`config.mk`:
```
export PLATFORM = sky130hd
export DESIGN_NAME = commit_queue
export DESIGN_NICKNAME = d
export VERILOG_FILES = /design/src/rtl/commit_queue.sv
export SDC_FILE = /design/constraint.sdc
export NUM_CORES = 1
export LEC_CHECK = 0
export CORE_ASPECT_RATIO = 0.5
export CORE_MARGIN = 5
export CORE_UTILIZATION = 40
export CTS_BUF_LIST = sky130_fd_sc_hd__clkbuf_16
export DETAILED_ROUTE_END_ITERATION = 7
export SLEW_MARGIN = 20
export SYNTH_ARGS = -nofsm -noshare
export SYNTH_HDL_FRONTEND = slang
export SYNTH_SLANG_ARGS = --single-unit
```
`constraint.sdc`:
```
create_clock -name clk -period 24.3 [get_ports clk]
set_input_delay 4.86 -clock clk [delete_from_list [all_inputs] [get_ports clk]]
set_output_delay 4.86 -clock clk [all_outputs]
set_load 0.01 [all_outputs]
```
`src/rtl/commit_queue.sv`:
```
// commit_queue: multi-lane in-order commit FIFO. Accepts up to NLANE retiring
// instructions per cycle, drains one per cycle under valid/ready, and keeps a
// 64-bit retired-instruction counter plus an idle indicator.
module commit_queue #(
  parameter int unsigned NLANE = 2,
  parameter int unsigned DEPTH = 8
) (
  input  logic                  clk,
  input  logic                  rst,
  input  logic [NLANE-1:0]      in_valid,
  input  logic [32*NLANE-1:0]   in_inst,
  input  logic [64*NLANE-1:0]   in_pc,
  input  logic [NLANE-1:0]      in_skip,
  output logic                  in_ready,
  input  logic                  flush,
  output logic                  out_valid,
  output logic [31:0]           out_inst,
  output logic [63:0]           out_pc,
  output logic                  out_skip,
  input  logic                  out_ready,
  output logic [63:0]           retired,
  output logic                  ok
);

  localparam int unsigned PW = (DEPTH > 1) ? $clog2(DEPTH) : 1;
  localparam int unsigned CW = $clog2(DEPTH) + 1;

  typedef struct packed {
    logic [31:0] inst;
    logic [63:0] pc;
    logic        skip;
  } entry_t;

  entry_t          r_mem [DEPTH];
  logic [PW-1:0]   r_head;
  logic [PW-1:0]   r_tail;
  logic [CW-1:0]   r_count;
  logic            r_in_ready;
  logic [63:0]     r_retired;

  logic [CW-1:0]   w_nenq;
  logic [PW-1:0]   w_wr_addr [NLANE];
  entry_t          w_wr_entry [NLANE];
  logic            w_enq;
  logic            w_deq;
  logic            w_nonempty;
  logic [CW-1:0]   w_count_next;
  logic            w_in_ready_next;
  entry_t          w_head_entry;

  // Compact valid lanes: each valid lane lands at tail + (number of valid lanes below it)
  always_comb begin
    w_nenq = '0;
    for (int i = 0; i < NLANE; i++) begin
      w_wr_addr[i]  = r_tail + PW'(w_nenq);
      w_wr_entry[i] = '{inst: in_inst[32*i +: 32], pc: in_pc[64*i +: 64], skip: in_skip[i]};
      w_nenq        = w_nenq + CW'(in_valid[i]);
    end
  end

  // Handshake decode, next occupancy and combinational head view
  always_comb begin
    w_nonempty      = (r_count != '0);
    w_enq           = r_in_ready && (|in_valid) && !flush;
    out_valid       = w_nonempty && !flush;
    w_deq           = out_valid && out_ready;
    w_count_next    = '0;
    if (!flush) begin
      w_count_next = r_count + (w_enq ? w_nenq : CW'(0)) - CW'(w_deq);
    end
    w_in_ready_next = (CW'(DEPTH) - w_count_next) >= CW'(NLANE);
    w_head_entry    = r_mem[r_head];
    out_inst        = w_nonempty ? w_head_entry.inst : 32'd0;
    out_pc          = w_nonempty ? w_head_entry.pc   : 64'd0;
    out_skip        = w_nonempty ? w_head_entry.skip : 1'b0;
    ok              = !w_nonempty && !(|in_valid);
  end

  // Pointers, occupancy, registered in_ready and retired counter
  always_ff @(posedge clk or posedge rst) begin
    if (rst) begin
      r_head     <= '0;
      r_tail     <= '0;
      r_count    <= '0;
      r_in_ready <= 1'b1;
      r_retired  <= 64'd0;
    end else begin
      if (flush) begin
        r_head <= '0;
        r_tail <= '0;
      end else begin
        if (w_enq) r_tail <= r_tail + PW'(w_nenq);
        if (w_deq) r_head <= r_head + PW'(1);
      end
      r_count    <= w_count_next;
      r_in_ready <= w_in_ready_next;
      if (w_deq) r_retired <= r_retired + 64'd1;
    end
  end

  // Entry storage; contents are don't-care until written, so no reset
  always_ff @(posedge clk) begin
    for (int i = 0; i < NLANE; i++) begin
      if (w_enq && in_valid[i]) r_mem[w_wr_addr[i]] <= w_wr_entry[i];
    end
  end

  assign in_ready = r_in_ready;
  assign retired  = r_retired;

endmodule

```
==> summary.md <==
| Metric | Value |
|---|---|
| Yosys reg bits | `851` |
| Startpoint Class | `primary input` |
| CTS Root Cell | `clkbuf_16` |
| Via Count | `23900` |
| CTS max path bufs | `3` |
| Cell taking the most area after synthesis | `edfxtp_1` |
| Synth async-reset ratio | `0.0881` |
| WP data required | `approximately 20 ns` |
| I/O Pins | `364` |
| CTS buffer count | `slightly above 80` |
| Largest net degree at the start of global routing | `just under 100` |
| Horiz. Die Dim | `~470 um` |
| Crit path arrival time | `6.39 ns` |
| Global-route wire length before repair | `between 150000 and 200000 um` |
| CTS H-tree lvls | `3` |
| Routed WL per cell | `between 20 and 30 um` |
| Final min period | `between 10 and 15 ns` |
| Syn_area_per_cell | `17.1 um2` |
| Sum Neg Setup Slack | `0 ns` |
| Share of cells above drive strength 1 | `0.382` |
| Die Ht | `between 200 and 250 um` |
| Post-CTS Setup Bufs | `0` |
| CTS tree | `done` |
| Synth Cell Area | `around 42000 um2` |
| Final ANT Viol Nets | `0` |
| PortBufs | `between 300 and 400` |
| Initial DRC Count | `1819` |
| Final core occ | `0.477` |
| Max Clk Rate | `just under 90 MHz` |
| IR drop worst, VDD | `around 64 uV` |
| Final nets | `a little over 3000` |
| GRT Overall Usage | `0.206` |
| Initial antenna violation count | `14` |
| Clk sinks | `851` |
| Routability Congestion | `between 0.7 and 0.8` |
| Hold WC Path Type | `reg -> reg` |
| Top-area cell type share of the netlist area | `0.550` |
| # rows | `84` |
| Setup Crit Path Kind | `in -> out` |
| Synthesized net count | `2697` |
| Pleak | `about 0.016 uW` |
| Max-slew violations | `0` |
| Fin crit share | `0.463` |
| Sequential fraction of the synthesis area | `0.594` |
| Vias in the first global route | `about 26000` |
| Final setup skew | `0.0213 ns` |
| Synth unique cells | `between 40 and 50` |
| CP Capture Type | `output port` |
| Core ar. | `~110000 um2` |
| Full die area | `between 100000 and 150000 um2` |
| Total of warnings raised by yosys | `0` |
| Predominant post-synthesis flop cell | `edfxtp_1` |
| Pwr dens | `82.8 nW/um2` |
| Post-DR vias/cell | `5.54` |
| Synthesis-to-finish area growth | `18.2%` |
| Worst slew margin | `0.244` |
| Syn Inst Count | `around 2500` |
| DRC viols | `0` |
| CTS Hold Buffers Added | `0` |
| Number of flops mapped to enable cells by yosys | `776` |
| CP max FO | `16` |
| WL final | `~120000 um` |
| Largest cells by area after synthesis | `edfxtp_1, mux2_2, mux4_2, dfrtp_1, mux2i_1` |
| # setup viols final | `0` |
| Final hold vios | `0` |
| Congestion Overflow GR | `0` |
| Hpwl dp | `63600 um` |
| Max_cap viols | `0` |
| First-pass iteration count of the detailed router | `5` |
| Most common cell after layout, fill and taps aside | `edfxtp_1` |
| Most frequent cells in the layout | `edfxtp_1, mux2_2, clkdlybuf4s50_1, mux4_2, nor2_1` |
| Post-CTS resize count | `0` |
| Worst-Margin Slew | `~1.1 ns` |
| RSZ-0062 raised after global routing | `false` |
| Status | `completed` |
| Initial cell density of the core | `0.403` |
| Worst-Skew Late Latency | `0.66 ns` |
| CTS clk-pin slew, worst paths | `about 0.060 ns` |
path summary, 6_finish.rpt:
path / startpoint / to / slack (ns) / depth (start not counted)
max in group asynchronous: rst / r_head[2] / 19.00 / 3
worst min-delay path: retired[63] / retired[63] / 0.48 / 1
worst max register to register: r_tail[1] / r_mem[7][94] / 19.61 / 6
worst max-delay path: flush / out_valid / 13.05 / 3
worst min register to register: retired[63] / retired[63] / 0.48 / 1
min in group asynchronous: rst / retired[48] / 4.76 / 3
sequential cells by signal, indices dropped and copies added (netlist names):
name,cells
r_head,3
in_ready,1
r_mem,776
r_tail,3
r_count,4
retired,64
kinds of logic (layout without fill, tap and decap cells):
logic type	after synthesis	count (layout)	synth area share
buffers and inverters	173	576	0.0181
AND/OR/NAND/NOR	286	286	0.0332
XOR/XNOR	70	70	0.0145
adder cells (fa/ha/maj)	17	17	0.00537
other	0	13	0
multiplexers	1070	1070	0.333
flip-flops	851	851	0.594
AO/OA/AOI/OAI	13	13	0.00183
power breakdown:
part | internal, uW | switching (uW)
clock | 644 | 573
sequential | 1690 | 46.0
combinational | 597 | 602
layout make-up:
| class | instances | area (um2) |
|---|---|---|
| Antenna cell | 13 | 32.5 |
| Clock buffer | 85 | 2130 |
| Clock inverter | 66 | 332 |
| Fill cell | 9030 | 55000 |
| Inverter | 20 | 75.1 |
| Multi-Input combinational cell | 1456 | 16600 |
| Sequential cell | 851 | 25200 |
| Tap cell | 1419 | 1780 |
| Timing Repair Buffer | 405 | 4000 |
critical path, cell delays in order:
cell             delay (ns)
clkdlybuf4s50_1        0.75
nor2_1                 0.22
clkdlybuf4s50_1        0.56
cell usage after synthesis (2+ instances only):
cell and number:
inv_1 20, mux4_2 194, fa_1 2, mux2_1 47
o211ai_1 2, nor2b_1 3, dfrtp_1 74, nor4_1 13
xor2_1 41, xnor2_1 29, nor2_1 129, buf_4 4
clkbuf_1 39, nand2_1 34, nand4_2 2, nand3b_1 2
and2_1 3, buf_1 28, nand3_1 27, ha_1 15
o21ai_0 7, nand2b_1 4, nor4_4 2, or2_2 3
nand4_1 19, mux2_2 730, nand3_2 4, and3_1 8
buf_2 82, nor3_1 24, edfxtp_1 776, mux2i_1 99
metrics by stage:
stage	hold slack [ns]	setup WS, ns	instances	area [um2]	power [uW]
floorplan	0.504	10.93	2480	42400	2460
global placement	0.457	13.04	4151	47600	2980
detailed placement	0.461	13.04	4151	47600	2990
CTS	0.479	13.04	4302	50100	4210
global route	0.490	12.98	4313	50100	4340
finish	0.478	13.05	4315	50100	4150
per-layer routing:
layer | global-route usage | wire length [um]
met1 | 0.276 | 51000
met2 | 0.358 | 60100
met3 | 0.0297 | 4610
met4 | 0.0527 | 2060
met5 | 0 | 13
(Power assumes the default switching activity.)
